<file path="src/rtl/oci_trace_capture_buffer.sv">
// Capture FIFO for OCI debug-trace frames: stores {dct_count, dct_buffer} while armed,
// drains on test_ending, discards on test_has_ended, and counts frames lost to overflow.
module oci_trace_capture_buffer #(
    parameter int DATA_W = 30,
    parameter int CNT_W  = 4,
    parameter int ADDR_W = 4,
    parameter int DROP_W = 16
) (
    input  logic                    clk,
    input  logic                    reset,
    input  logic                    arm,
    input  logic                    dct_valid,
    input  logic [DATA_W-1:0]       dct_buffer,
    input  logic [CNT_W-1:0]        dct_count,
    input  logic                    test_ending,
    input  logic                    test_has_ended,
    input  logic                    rd_ready,
    output logic                    rd_valid,
    output logic [CNT_W+DATA_W-1:0] rd_data,
    output logic [ADDR_W:0]         fill_level,
    output logic                    overflow,
    output logic [DROP_W-1:0]       dropped_count,
    output logic                    capture_active,
    output logic                    drain_done
);
    localparam int DEPTH = 1 << ADDR_W;
    localparam int FW    = CNT_W + DATA_W;

    typedef enum logic [1:0] {S_IDLE, S_CAPTURE, S_DRAIN, S_DONE} state_t;

    state_t          state;
    logic [FW-1:0]   mem [DEPTH];
    logic [ADDR_W:0] wr_ptr, rd_ptr;
    logic            full, empty, pop, frame, push, drop, abort;

    assign fill_level = wr_ptr - rd_ptr;
    assign empty      = (wr_ptr == rd_ptr);
    assign full       = (wr_ptr[ADDR_W] != rd_ptr[ADDR_W]) &&
                        (wr_ptr[ADDR_W-1:0] == rd_ptr[ADDR_W-1:0]);
    assign rd_valid   = !empty;
    // Gate the head entry so rd_data reads 0 when empty (storage itself is never reset).
    assign rd_data    = rd_valid ? mem[rd_ptr[ADDR_W-1:0]] : '0;
    assign pop        = rd_valid && rd_ready;

    assign abort = test_has_ended && (state == S_CAPTURE || state == S_DRAIN);
    assign frame = (state == S_CAPTURE) && dct_valid && (dct_count != '0) && !test_has_ended;
    // When full, a same-cycle pop frees the slot being written.
    assign push  = frame && (!full || pop);
    assign drop  = frame && full && !pop;

    always_ff @(posedge clk) begin
        if (push) mem[wr_ptr[ADDR_W-1:0]] <= {dct_count, dct_buffer};
    end

    always_ff @(posedge clk) begin
        if (reset) begin
            state          <= S_IDLE;
            wr_ptr         <= '0;
            rd_ptr         <= '0;
            overflow       <= 1'b0;
            dropped_count  <= '0;
            capture_active <= 1'b0;
            drain_done     <= 1'b0;
        end else begin
            if (abort) begin
                wr_ptr <= '0;
                rd_ptr <= '0;
            end else begin
                if (push) wr_ptr <= wr_ptr + (ADDR_W+1)'(1);
                if (pop)  rd_ptr <= rd_ptr + (ADDR_W+1)'(1);
            end

            if (drop) begin
                overflow <= 1'b1;
                if (dropped_count != '1) dropped_count <= dropped_count + DROP_W'(1);
            end

            case (state)
                S_IDLE: if (arm) begin
                    state          <= S_CAPTURE;
                    capture_active <= 1'b1;
                end
                S_CAPTURE: if (abort) begin
                    state          <= S_DONE;
                    capture_active <= 1'b0;
                    drain_done     <= 1'b1;
                end else if (test_ending) begin
                    state          <= S_DRAIN;
                    capture_active <= 1'b0;
                end
                S_DRAIN: if (abort || empty || (fill_level == (ADDR_W+1)'(1) && pop)) begin
                    state      <= S_DONE;
                    drain_done <= 1'b1;
                end
                S_DONE: if (arm) begin
                    state          <= S_CAPTURE;
                    capture_active <= 1'b1;
                    drain_done     <= 1'b0;
                    overflow       <= 1'b0;
                    dropped_count  <= '0;
                end
                default: state <= S_IDLE;
            endcase
        end
    end
endmodule

</file>
<file path="config.mk">
export PLATFORM = sky130hd
export DESIGN_NAME = oci_trace_capture_buffer
export DESIGN_NICKNAME = d
export VERILOG_FILES = /design/src/rtl/oci_trace_capture_buffer.sv
export SDC_FILE = /design/constraint.sdc
export NUM_CORES = 1
export LEC_CHECK = 0
export ABC_AREA = 0
export CAP_MARGIN = 20
export CORE_ASPECT_RATIO = 2
export CORE_MARGIN = 2
export CORE_UTILIZATION = 55
export CTS_BUF_LIST = sky130_fd_sc_hd__clkbuf_8 sky130_fd_sc_hd__clkbuf_16
export DETAILED_ROUTE_END_ITERATION = 8
export HOLD_SLACK_MARGIN = 0.02
export PLACE_DENSITY_LB_ADDON = 0.3
export SLEW_MARGIN = 30
export SYNTH_ARGS = -nofsm -noshare
export SYNTH_HDL_FRONTEND = slang
export SYNTH_SLANG_ARGS = --single-unit
</file>
<file path="constraint.sdc">
create_clock -name clk -period 16.6 [get_ports clk]
set_clock_uncertainty 0.05 [all_clocks]
set_input_delay 2.49 -clock clk [delete_from_list [all_inputs] [get_ports clk]]
set_output_delay 2.49 -clock clk [all_outputs]
set_load 0.02 [all_outputs]
</file>
Word-level counts from Yosys, hierarchy flattened. Memory sizes are Yosys's and may differ from the RTL's. A register that Yosys moved wholly into a read port is not among the register bits. Cells that the tools add are included.

Logic and storage cells: 77. Bits in registers: 31. Memory bits (writable): 544. Bits of input ports: 41. Memories kept: 1.

Memory list: mem (words 16, bits a word 34, rd ports 1, clocked after Yosys merged registers in 1, write ports 1, line 32) `logic [FW-1:0] mem [DEPTH];`.

$add $sub $neg: 4. Equal/unequal tests: 13. Reduce and logical (&&, ||, !) cells: 27. Muxes and demuxes: 25.

Operators with widths (number): $mux W16 (4); $mux W34 (1); $add A16 B1 Y16 const B (1); $ne A16 B16 Y1 const B (1); $mux W1 (11); $add A5 B1 Y5 const B (2); $logic_and A1 B1 Y1 (10); $mux W2 (4); $mux W4 (2); $pmux W2 S3 (1); $reduce_and A3 Y1 (2); $eq A5 B1 Y1 const B (1); $eq A5 B5 Y1 (1); $sub A5 B5 Y5 (1); $eq A2 B2 Y1 const B (2); $eq A4 B4 Y1 (1); $logic_not A1 Y1 (4); $logic_or A1 B1 Y1 (4); $ne A2 B1 Y1 const B (2); $ne A2 B2 Y1 const B (2); $reduce_and A4 Y1 (1); $reduce_bool A4 Y1 (1); $reduce_or A2 Y1 (2); $ne A3 B3 Y1 const B (1); other kinds (7) (7).

Depth between registers and ports, before layout.
Depth after elaboration: 9. Gate-level depth with buffers: 9.

Least setup slack after synthesis. Ideal clock, no wire load.

Kind: in2reg. From: input port test_has_ended. To: memory mem[15][0] (netlist bit), enable pin. Data arrival time: 6.440 ns. Cell stages on the path: 4. Slack: 9.594 ns. Buffers on the path: 1. Path through: nor2b_1 > nand3_1 > buf_2 > nor4_1.

Longest elaborated chain between the ends: 5.

RTL lines: start, declared (line 16) `input logic test_has_ended,`; $logic_not A1 Y1 (line 46) `assign frame = (state == S_CAPTURE) && dct_valid && (dct_count != '0) && !test_has_ended;`; $logic_and A1 B1 Y1 (line 46); $logic_and A1 B1 Y1 (line 48) `assign push = frame && (!full || pop);`; $mux W1 (line 52) `if (push) mem[wr_ptr[ADDR_W-1:0]] <= {dct_count, dct_buffer};`; $mux W1 (implied by the code) (line 52); end, declared (line 32).

No other way between the ends.

==> impl_results.md <==
- Status: finished clean
- Dominant synthesized flop cell: edfxtp_1
- Tot GR Track Use: 22.5%
- Longest Clk Path Bufs: 3
- DPL Wire Length: 24700 um
- Hold_buf cts: 0
- R2R depth: 8
- Slew HR: 34.0%
- Slew at the pin closest to its max-slew limit: 0.991 ns
- Gpl congestion: 0.770
- Arrival @ worst endpoint: between 4 and 5 ns
- Share of the synthesized area in the top cell type: a little over 70%
- Minimum clock period: about 6.6 ns
- Post-Syn Area: 22600 sq um
- Post-synth EDFFs: approximately 540
- Core area: 40900 sq um
- Number of I/O port buffers: 99
- Hold crit path type: reg2reg
- Slew Limit Fails: 0
- Synth Net Count: 1089
- Mean post-synth cell area: 21.9 sq um
- Final nets: 1211
- Total power: 3.03 mW
- Area contributors post-synth: edfxtp_1 72%, mux4_2 17%, dfxtp_1 3.1%
- WS Path Type: reg2out
- Placement Setup Slack: 10.16 ns
- Pre-antenna DRT Iters: 5
- Asr flop ratio synth: 0%
- Cells after synthesis: 1033
- Total length of routed wires: 47100 um
- R2r endpoint: mem[9][17]
- Row cnt: approximately 110
- Total CTS buffers: 47
- Initial antenna violation count: 3
- Worst path required time: approximately 14 ns
- Synth Area in Compound Gates: 1.30%
- Largest net degree at the start of global routing: 74
- XOR/XNOR Fraction of Synth Area: 0.691%
- Clock transition at path regs: 0.07 ns
- WL/cell: between 20 and 30 um
- Worst setup EP type: primary output
- Starting density of the core: about 55%
- Setup bufs post-CTS: 0
- Setup Viol. Count Final: 0
- Worst Path Max Fanout: 73
- Leakage: a little under 8 nW
- Fin worst setup slack: approximately 10 ns
- RSZ-0062 raised after global routing: no
- Largest family of logic cells by synthesized area: multiplexers
- Remaining global-route overflow: 0
- Met3 WL: 2920 um
- Post-Synth Simple-Gate Area: under 10%
- Synth-to-layout area growth: 14.9%
- Setup crit start kind: flop
- Post-synthesis mux area share: 17.2%
- Worst r2r src: state[1]
- Yosys warns: 0
- Most frequent cells in the layout: 544 x edfxtp_1, 170 x mux4_2, 99 x clkdlybuf4s50_1
- Skew-Pair Late Insertion Delay: 0.56 ns
- Inst Count DP: ~1600
- M1 WL: 17300 um
- Highest layer used for signal routing: met5
- I/O pins: 100
- Final period util: 39.5%
- WHS Endpoint: overflow
- Setup tns final: 0 ns
- Sequential fraction of the synthesis area: 75.2%
- CTS HTree Levels: 2
- Hold path cells: 2
- 1st-iter DRT viols: 1109
- Total number of vias: roughly 11000
- Post-synthesis cell type count: slightly above 50
- Commonest non-fill, non-tap cell in the layout: edfxtp_1
- Max cap viols: 0
- Die extent in x: 147 um
- Pwr Density: between 100 and 150 nW/um^2
- CTS tree: yes
- Die Y: 291 um
- Total die area: 42900 sq um
- Peak supply drop: 0.0833 mV
- Top cell type by total area after synthesis: edfxtp_1
- Post-synthesis adder-cell area fraction: 0.862%
- Vias per inst: ~6.2
- Fin cells: 1729
- Met2 WL: 25500 um
- Post_cts resized: 0
- Num Clock Sinks: 579
- Final Hold Violating Endpoints: 0
- Fmax: 152 MHz
- End-of-flow core utilization: between 60% and 70%
- Worst hold start: overflow
- Number of nets with antenna violations after routing: 0
- FF+latch count, synth: 579
- First-pass GRT wire length: 70600 um
- Clock Tree Root: clkbuf_16
- Number of global-route vias before repair: 11400
- Worst reg2reg setup slack: 12.83 ns
- Share of post-route cells with drive strength above 1: 25.2%
- DRC: 0
[registers in the layout (all words and copies together), names as in the netlist, named ones only]
register,flops
capture_active,1
drain_done,1
dropped_count,16
mem,544
overflow,1
rd_ptr,5
state,2
wr_ptr,5
[per-stage QoR]
| stage | cell area (sq um) | hold WS (ns) |
|---|---|---|
| after floorplan | 22600 | 0.435 |
| after global placement | 24400 | 0.428 |
| after detailed placement | 24400 | 0.414 |
| after CTS | 26000 | 0.435 |
| after global routing | 26000 | 0.482 |
| final | 26000 | 0.441 |
[layer usage]
metal  global-route usage [%]  vias to the layer above
met2                     39.5                      416
met5                        0                        -
met4                     8.28                        2
li1                         -                     4543
met1                     28.7                     5641
met3                     3.18                       89
[worst max-delay path by stage]
stage                   startpoint          end
floorplan           test_has_ended   mem[15][0]
global placement              flop  rd_data[23]
detailed placement    dct_count[3]   mem[9][26]
CTS                           flop  rd_data[23]
global route                  flop  rd_data[23]
finish                        flop   rd_data[0]
[critical path, stage by stage (launching register included)]
cell and delay [ns]:
dfxtp_4 0.98, buf_6 0.71, mux4_2 0.44, mux4_2 0.47
and2_1 0.23, clkdlybuf4s50_1 0.56
[where the power goes]
part / total [mW] / switching (mW) / internal [mW] / leakage (nW)
clock network: 1.16 / 0.500 / 0.662 / 0.815
registers: 1.62 / 0.0102 / 1.61 / 5.18
logic: 0.247 / 0.128 / 0.120 / 1.94
[synth_stat cells, drive strengths merged (3+ instances only)]
cell type  count
edfxtp       544
mux4         170
nor2          40
and2          37
dfxtp         35
buf           29
clkbuf        21
nand3         16
ha            14
nand2         14
inv           13
xnor2         13
a21oi          9
nor3           9
nand2b         6
a2111oi        5
and3           5
mux2i          4
nor2b          4
nor4           4
xor2           4
a211oi         3
a21o           3
nand4          3
[layout make-up]
type,count,area (sq um)
well taps,535,669
clock buffers,49,1230
fillers,2674,14800
diodes,1,2.50
flip-flops and latches,579,17000
inverters,13,48.8
multi-input cells,391,5440
repair buffers,123,1200
clock inverters,38,387
[logic make-up (layout without fill, tap and decap cells)]
family,count (synthesis),count (layout)
flip-flops,579,579
buffers and inverters,63,223
AND/OR/NAND/NOR,147,147
AO/OA/AOI/OAI,36,36
multiplexers,176,176
adder cells (fa/ha/maj),15,15
other,0,1
XOR/XNOR,17,17
Note: power is estimated with default switching activity, not from simulation.
